[src/rtl/counter4bit_pkg.sv]
// counter4bit_pkg: code table, FSM states and successor helper for the 12-step sequence counter.
package counter4bit_pkg;

    localparam int SEQ_LEN = 12;

    localparam logic [3:0] SEQ [SEQ_LEN] = '{
        4'b0000, 4'b1110, 4'b1101, 4'b1100, 4'b1000, 4'b0001,
        4'b0011, 4'b0111, 4'b1111, 4'b1010, 4'b0101, 4'b1001
    };

    typedef enum logic [1:0] {SYNC, TRACK, FAULT} state_t;

    // Unused codes map to themselves so they never look like a legal step.
    function automatic logic [3:0] succ(input logic [3:0] code);
        succ = code;
        for (int i = 0; i < SEQ_LEN; i++)
            if (SEQ[i] == code) succ = SEQ[(i == SEQ_LEN - 1) ? 0 : i + 1];
    endfunction

endpackage

[src/rtl/counter4bit_seq_monitor_if.sv]
// counter4bit_seq_monitor_if: present-state input and status outputs of the sequence monitor.
interface counter4bit_seq_monitor_if #(
    parameter int LAP_W = 8,
    parameter int ERR_W = 4
);
    logic [3:0]       present;
    logic             clear;
    logic [3:0]       index;
    logic             valid;
    logic             seq_error;
    logic             illegal;
    logic             error_sticky;
    logic [ERR_W-1:0] err_count;
    logic [LAP_W-1:0] lap_count;
    logic             lap_pulse;

    modport master (
        output present, clear,
        input  index, valid, seq_error, illegal, error_sticky, err_count, lap_count, lap_pulse
    );

    modport slave (
        input  present, clear,
        output index, valid, seq_error, illegal, error_sticky, err_count, lap_count, lap_pulse
    );
endinterface

[src/rtl/counter4bit_decode.sv]
// counter4bit_decode: maps a 4-bit code to its ordinal in the sequence and flags unused codes.
module counter4bit_decode
    import counter4bit_pkg::*;
(
    input  logic [3:0] present,
    output logic [3:0] index,
    output logic       legal
);
    always_comb begin
        index = '0;
        legal = 1'b0;
        for (int i = 0; i < SEQ_LEN; i++)
            if (SEQ[i] == present) begin
                index = 4'(i);
                legal = 1'b1;
            end
    end
endmodule

[src/rtl/counter4bit_seq_monitor.sv]
// counter4bit_seq_monitor: tracks the sequence counter's present state, flags bad steps, counts laps and errors.
module counter4bit_seq_monitor
    import counter4bit_pkg::*;
#(
    parameter int LAP_W  = 8,
    parameter int ERR_W  = 4,
    parameter bit RESYNC = 1'b1
) (
    input logic clock,
    input logic resetn,
    counter4bit_seq_monitor_if.slave bus
);
    state_t           state;
    logic [3:0]       prev;
    logic [3:0]       dec_index;
    logic             legal;
    logic             is_succ;
    logic             err_ev;
    logic [LAP_W-1:0] laps;
    logic [ERR_W-1:0] errs;

    counter4bit_decode u_decode (.present(bus.present), .index(dec_index), .legal(legal));

    // FAULT deliberately stops error counting, so only SYNC and TRACK raise events.
    always_comb begin
        is_succ = bus.present == succ(prev);
        err_ev  = !bus.clear && ((state == SYNC && !legal) ||
                  (state == TRACK && bus.present != prev && !is_succ));
    end

    assign bus.lap_count = laps;
    assign bus.err_count = errs;

    always_ff @(posedge clock or negedge resetn) begin
        if (!resetn) begin
            state            <= SYNC;
            prev             <= '0;
            bus.index        <= '0;
            bus.valid        <= 1'b0;
            bus.seq_error    <= 1'b0;
            bus.illegal      <= 1'b0;
            bus.lap_pulse    <= 1'b0;
            bus.error_sticky <= 1'b0;
            laps             <= '0;
            errs             <= '0;
        end else begin
            bus.seq_error <= 1'b0;
            bus.illegal   <= 1'b0;
            bus.lap_pulse <= 1'b0;
            if (bus.clear) begin
                state            <= SYNC;
                bus.valid        <= 1'b0;
                bus.error_sticky <= 1'b0;
                laps             <= '0;
                errs             <= '0;
            end else begin
                case (state)
                    SYNC: begin
                        if (legal) begin
                            prev      <= bus.present;
                            bus.index <= dec_index;
                            bus.valid <= 1'b1;
                            state     <= TRACK;
                        end else begin
                            bus.illegal <= 1'b1;
                        end
                    end
                    TRACK: begin
                        if (bus.present == prev) begin
                        end else if (is_succ) begin
                            prev      <= bus.present;
                            bus.index <= dec_index;
                            if (prev == SEQ[SEQ_LEN-1]) begin
                                laps          <= laps + 1'b1;
                                bus.lap_pulse <= 1'b1;
                            end
                        end else if (legal) begin
                            bus.seq_error <= 1'b1;
                            if (RESYNC) begin
                                prev      <= bus.present;
                                bus.index <= dec_index;
                            end else begin
                                bus.valid <= 1'b0;
                                state     <= FAULT;
                            end
                        end else begin
                            bus.illegal <= 1'b1;
                            bus.valid   <= 1'b0;
                            state       <= FAULT;
                        end
                    end
                    default: ;
                endcase
                if (err_ev) begin
                    bus.error_sticky <= 1'b1;
                    if (~&errs) errs <= errs + 1'b1;
                end
            end
        end
    end
endmodule
[src/flat_wrapper.sv]
// flat-port wrapper written by rule: the top's interface ports become plain ports
module counter4bit_seq_monitor_flat import counter4bit_pkg::*;
#(
    parameter int LAP_W  = 8,
    parameter int ERR_W  = 4,
    parameter bit RESYNC = 1'b1
)
  (clock, resetn, bus_present, bus_clear, bus_index, bus_valid, bus_seq_error, bus_illegal, bus_error_sticky, bus_err_count, bus_lap_count, bus_lap_pulse);
  counter4bit_seq_monitor_if #(.LAP_W(LAP_W), .ERR_W(ERR_W)) bus_i ();
  input logic clock;
  input logic resetn;
  input wire logic [$bits(bus_i.present)-1:0] bus_present;
  input wire logic [$bits(bus_i.clear)-1:0] bus_clear;
  output wire logic [$bits(bus_i.index)-1:0] bus_index;
  output wire logic [$bits(bus_i.valid)-1:0] bus_valid;
  output wire logic [$bits(bus_i.seq_error)-1:0] bus_seq_error;
  output wire logic [$bits(bus_i.illegal)-1:0] bus_illegal;
  output wire logic [$bits(bus_i.error_sticky)-1:0] bus_error_sticky;
  output wire logic [$bits(bus_i.err_count)-1:0] bus_err_count;
  output wire logic [$bits(bus_i.lap_count)-1:0] bus_lap_count;
  output wire logic [$bits(bus_i.lap_pulse)-1:0] bus_lap_pulse;
  assign bus_i.present = bus_present;
  assign bus_i.clear = bus_clear;
  assign bus_index = bus_i.index;
  assign bus_valid = bus_i.valid;
  assign bus_seq_error = bus_i.seq_error;
  assign bus_illegal = bus_i.illegal;
  assign bus_error_sticky = bus_i.error_sticky;
  assign bus_err_count = bus_i.err_count;
  assign bus_lap_count = bus_i.lap_count;
  assign bus_lap_pulse = bus_i.lap_pulse;
  counter4bit_seq_monitor #(.LAP_W(LAP_W), .ERR_W(ERR_W), .RESYNC(RESYNC)) u_core (.clock(clock), .resetn(resetn), .bus(bus_i));
endmodule
[config.mk]
export PLATFORM = sky130hd
export DESIGN_NAME = counter4bit_seq_monitor_flat
export DESIGN_NICKNAME = d
export VERILOG_FILES = /design/src/rtl/counter4bit_pkg.sv /design/src/rtl/counter4bit_seq_monitor_if.sv /design/src/rtl/counter4bit_decode.sv /design/src/rtl/counter4bit_seq_monitor.sv /design/src/flat_wrapper.sv
export SDC_FILE = /design/constraint.sdc
export NUM_CORES = 1
export LEC_CHECK = 0
export ABC_AREA = 1
export CAP_MARGIN = 10
export CORE_MARGIN = 1
export CORE_UTILIZATION = 35
export DETAILED_ROUTE_END_ITERATION = 12
export GPL_TIMING_DRIVEN = 0
export HOLD_SLACK_MARGIN = 0.05
export SLEW_MARGIN = 20
export SYNTH_ARGS = -nofsm -noshare
export SYNTH_HDL_FRONTEND = slang
export SYNTH_SLANG_ARGS = --single-unit
[constraint.sdc]
create_clock -name clock -period 2.01 [get_ports clock]
set_clock_uncertainty 0.05 [all_clocks]
set_input_delay 0.201 -clock clock [delete_from_list [all_inputs] [get_ports clock]]
set_output_delay 0.201 -clock clock [all_outputs]
set_load 0.01 [all_outputs]
== After elaboration in Yosys (flattened, before gate mapping) ==
Index checks and enable logic that the tools add are counted.

* Register bits: 27
* Input bits: 7
* Output and inout port bits: 21

* Add/subtract/negate cells: 2
* Eq/ne operators: 34
* Muxes and demuxes: 80
* Bitwise gates (word level): 1
* Reductions and logical operators: 22

{| class="wikitable"
|+ Operators with widths
! kind !! count
|-
| two-way mux 4 bit || 31
|-
| == test 4 bit, first input constant || 14
|-
| two-way mux 8 bit || 5
|-
| two-way mux 1 bit || 34
|-
| == test 3 x 4 -> 1 bit, first input constant || 4
|-
| one-hot mux 4 bit (2 select lines) || 2
|-
| two-way mux 2 bit || 5
|-
| nonzero test 2 bit || 5
|-
| != test 3 bit, second input constant || 3
|-
| adder 8 x 1 -> 8 bit, second input constant || 1
|-
| == test 1 x 4 -> 1 bit, first input constant || 2
|-
| == test 2 x 4 -> 1 bit, first input constant || 2
|-
| == test 4 bit || 2
|-
| logical NOT 4 bit || 2
|-
| AND reduction 4 bit || 2
|-
| != test 2 bit, second input constant || 3
|-
| AND reduction 5 bit || 1
|-
| adder 4 x 1 -> 4 bit, second input constant || 1
|-
| == test 4 bit, second input constant || 1
|-
| logical AND 1 bit || 4
|-
| != test 4 bit || 1
|-
| one-hot mux 1 bit (2 select lines) || 2
|-
| one-hot mux 2 bit (2 select lines) || 1
|-
| logical NOT 1 bit || 3
|-
| 8 further kinds || 8
|}

== Logic depth before layout (Yosys ltp) ==
* Depth after elaboration: 20
* Mapped depth: 15

== By module ==
From an unflattened synthesis, not the netlist that was laid out.

* Cells, all modules: 274
* Area total of the unflattened synthesis: 1926.8 um^2

{| class="wikitable"
|+ Modules (own cells, without submodules)
! module !! instances !! cells each !! area each (um^2) !! seq. area each (um^2)
|-
| counter4bit_seq_monitor || 1 || 247 || 1808.0 || 650.6
|-
| counter4bit_decode || 1 || 27 || 118.9 || 0.0
|}

== Worst setup path before layout ==
Ideal clock, no wire load.

* Kind: reg-to-reg
* Start point: reg u_core.prev[0]
* End point: reg u_core.bus.index[0]
* Library setup time: 121 ps
* Arrival: 1431 ps
* Path slack: 408 ps
* Cell stages (with the launch flop): 14
* Path buffers: 1
* Clock period less this slack: 1602 ps
* Path through: dfrtp_1 > buf_4 > inv_2 > nand2_1 > nand2_1 > nand4_1 > a21oi_2 > nand2_4 > clkinv_4 > nand2_4 > nand2_8 > nand2_4 > nand2_1 > nand2_1

* Cells in the longest elaborated chain, start to end: 17

{| class="wikitable"
|+ Ends and longest elaborated chain
! item !! RTL line !! text
|-
| start, declared || counter4bit_seq_monitor.sv:14 || <nowiki>logic [3:0] prev;</nowiki>
|-
| start signal, assigned || counter4bit_seq_monitor.sv:60 || <nowiki>prev <= bus.present;</nowiki>
|-
| start signal, assigned || counter4bit_seq_monitor.sv:71 || <nowiki>prev <= bus.present;</nowiki>
|-
| start signal, assigned || counter4bit_seq_monitor.sv:80 || <nowiki>prev <= bus.present;</nowiki>
|-
| logical NOT 4 bit || counter4bit_pkg.sv:17 || <nowiki>if (SEQ[i] == code) succ = SEQ[(i == SEQ_LEN - 1) ? 0 : i + 1];</nowiki>
|-
| two-way mux 4 bit (12 in series) || counter4bit_pkg.sv:17 ||
|-
| == test 4 bit || counter4bit_seq_monitor.sv:26 || <nowiki>is_succ = bus.present == succ(prev);</nowiki>
|-
| two-way mux 4 bit || counter4bit_seq_monitor.sv:70 || <nowiki>end else if (is_succ) begin</nowiki>
|-
| two-way mux 4 bit || counter4bit_seq_monitor.sv:69 || <nowiki>if (bus.present == prev) begin</nowiki>
|-
| one-hot mux 4 bit (2 select lines) || counter4bit_seq_monitor.sv:57 || <nowiki>case (state)</nowiki>
|-
| end signal, assigned || counter4bit_seq_monitor.sv:61 || <nowiki>bus.index <= dec_index;</nowiki>
|-
| end signal, assigned || counter4bit_seq_monitor.sv:72 || <nowiki>bus.index <= dec_index;</nowiki>
|-
| end signal, assigned || counter4bit_seq_monitor.sv:81 || <nowiki>bus.index <= dec_index;</nowiki>
|-
| end, declared || counter4bit_seq_monitor_if.sv:24 || <nowiki>output index, valid, seq_error, illegal, error_sticky, err_count, lap_count, lap_pulse</nowiki>
|}

Several ways; a longest one is shown, not always the timed one. The select of a mux whose other input is x is not followed.
A chain may end at the register's enable or synchronous reset.

== Final worst setup path ==
* Start point: reg u_core.prev[1]
* End point: reg u_core.bus.index[1]

The elaborated chain is that of the path after synthesis.

==> metrics.yaml <==
logic_synthesis:
  synth_fp_nets: 239
  syn_area_um2: 1680
  synth_edf_count: 0
  ys.flop_type: "dfrtp_1"
  netlist_instances: 230
  synth.distinct_cells: 29
  ys_seq_area_share_pct: 38.7
  async_flop_share_pct: 100
  synthTopCellsByArea: "dfrtp_1 (39%), nand2_1 (15%), nand3_1 (9.2%)"
  yosysTopAreaCell: "dfrtp_1"
  ys_warn_count: 0
  ys_ff_latch: 26
  syn_area_per_cell_um2: 7.31
  synth_top_area_share_pct: 38.7
cts:
  cts_buffers: 3
  cts_max_level: 1
  cts.sinks: 26
  root_buffer: "clkbuf_8"
  clk_pin_slew_worst_paths_ps: 90
  clk_latency_ps: 260
  cts_buffer_depth: 2
  cts_setup_buffers: 0
  cts_tree: "done"
power:
  p_int_uw: 1140
  finalPower_uw: 1780
  p_seq_share_pct: 37.3
  p_per_area_nw_per_um2: 868
  p_comb_share_pct: 38.9
  swShare_pct: 35.8
  ir_drop_v: 0.000634
  clockPowerShare_pct: 23.8
  p_leak_uw: 0.00111
  switching_power_uw: 637
sta:
  fin_crit_sh_pct: 89.7
  slew_violations: 0
  worstMarginPinSlew_ps: 592
  worst_slack_ps: 207
  hold_viol: 0
  setup_tns_ps: 0
  layout_min_cycle_time_ps: 1800
  max_freq_mhz: 555
  setup_viol_count_final: 0
  relSlewSlack_pct: 60.6
cells_and_area:
  final_common_cell: "nand2_1"
  antennaDiodeCount: 0
  syn2layout_area_growth_pct: 21.9
  fill_cells: 468
  nNetsFinal: 267
  mostFrequentLayoutCells: "nand2_1 (66), nand3_1 (30), dfrtp_1 (26)"
  drive_above_1_share_pct: 13.2
place:
  io_buffers: 22
  place_ws_ps: 205
  hpwl_um: 2630
  place_congestion: 0.839
drt:
  drtIter0Drc: 58
  drc: 1
  dr.pass1.iters: 8
  via_per_inst: 4.98
  antenna_left: 0
  wl_per_cell_um: 11.5
  vias: 1539
  wl_um: 3550
worst_setup_path:
  critical_path_class: "flop to flop"
  cp-start-kind: "flop"
  crit_start: "u_core.prev[1]$_DFFE_PN0P_"
  r2r_start: "u_core.prev[1]$_DFFE_PN0P_"
  critical-path-max-stage-delay_ps: 470
  path_cells: "inv_2, nand4_1, nand3_1, nand2_1, a21oi_2, nand2_4, clkinv_4, nand2_4, nand2_8, nand2_4, nand2_1, nand2_1"
  path_max_fanout: 9
  slowest_stage: "dfrtp_1"
  crit_path_end_kind: "flop"
  cp.required_ps: 2120
  arrival_ps: 1920
grt:
  grt_antenna_before_repair: 0
  first_global_vias: 1526
  grtUsageTotal_pct: 16.1
  grt_pass1_wl_um: 6600
  overflow: 0
  grt_max_degree: 27
floorplan:
  rows: 24
  start_util_pct: 37.6
  core_um2: 4470
  dieHeight_um: 71.3
  die_x_um: 71.3
  io_pins: 28
  die_area_um2: 5090
job:
  maxCapViolCount: 0
status:
  violations: "design-rule violations"
  status: "finished with violations"
min_path:
  holdCritStartpoint: "bus_present[2]"
  hold_class: "input port to flop"
## Yosys cell counts, types with 2 or more instances
cell / n
a21oi_1: 2
o21ai_0: 4
nand3_1: 31
inv_2: 7
o22ai_1: 2
clkbuf_1: 2
nand4_1: 13
buf_2: 3
nor3_1: 3
dfrtp_1: 26
o21ai_1: 3
xor2_1: 9
nor2_1: 15
ha_1: 2
nand2_4: 3
o211ai_1: 3
nand2_2: 5
nand2_1: 67
inv_1: 18
buf_4: 3
## stage by stage
step                util (%)  area, µm²  instances  hold slack (ps)
CTS                     45.7       2040        309              188
global route            45.8       2050        309              195
finish                  45.8       2050        309              199
detailed placement      43.8       1960        304              197
global placement        44.0       1970        304              413
floorplan                  -       1680        230             -145
## cell families (layout without fill, tap and decap cells)
family | Yosys count | after routing | share of synthesized area, %
compound gates | 15 | 15 | 5.28
xor+xnor | 10 | 10 | 5.21
fa+ha+maj | 2 | 2 | 1.49
buf+inv | 35 | 62 | 9.00
flops | 26 | 26 | 38.7
simple gates | 142 | 142 | 40.3
## registers in the layout, indices dropped and copies added, names as in the netlist
signal,count
u_core.bus.lap_count,8
u_core.bus.err_count,4
u_core.bus.index,4
u_core.prev,4
u_core.state,2
u_core.bus.error_sticky,1
u_core.bus.illegal,1
u_core.bus.lap_pulse,1
u_core.bus.seq_error,1
## area by class of cell
type | count | area [µm²] | area share, %
plain buffers | 8 | 45.0 | 2.20
clock inverters | 1 | 30.0 | 1.46
clock buffers | 3 | 41.3 | 2.01
inverters | 27 | 106 | 5.19
repair buffers | 23 | 225 | 11.0
well taps | 52 | 65.1 | 3.17
multi-input cells | 169 | 887 | 43.3
flip-flops and latches | 26 | 651 | 31.7
## power by group through the flow
stage          clock (µW)  sequential, µW  combinational, µW
6_report              423             664                692
5_1_grt               469             674                798
4_1_cts               447             662                697
3_5_place_dp            0             671                692
3_3_place_gp            0             671                688
2_1_floorplan           0             685                473
## critical path: cells and delay by family, from the launching register on
| kind | cells | cell delay (ps) |
|---|---|---|
| and+or+nand+nor | 9 | 810 |
| DFF | 1 | 470 |
| buffers and inverters | 2 | 210 |
| AOI/OAI and AO/OA | 1 | 160 |
## path summary, 6_finish.rpt
path | to | slack, ps | cells after the start
min | u_core.prev[2]$_DFFE_PN0P_ | 200 | 3
min in group asynchronous | u_core.prev[3]$_DFFE_PN0P_ | 420 | 2
min reg2reg | u_core.bus.index[3]$_DFFE_PN0P_ | 430 | 2
max | u_core.bus.index[1]$_DFFE_PN0P_ | 210 | 12
max reg2reg | u_core.bus.index[1]$_DFFE_PN0P_ | 210 | 12
max in group asynchronous | u_core.bus.err_count[3]$_DFFE_PN0P_ | 1100 | 2
## routing by layer
layer | track usage [%] | vias to the layer above | routed length (µm)
met2 | 27.0 | 21 | 1640
met4 | 3.78 | 0 | 23
li1 | - | 802 | -
met1 | 21.4 | 714 | 1800
met5 | 0 | - | 0
met3 | 3.38 | 2 | 88
## timing repair
item | CTS | global route
hold buffers | 1 | 0
resized for setup | 0 | 2
endpoints found under the setup margin | 0 | 6
hold endpoints to repair | 26 | 0
No activity file was read; power rests on OpenSTA's default activity.
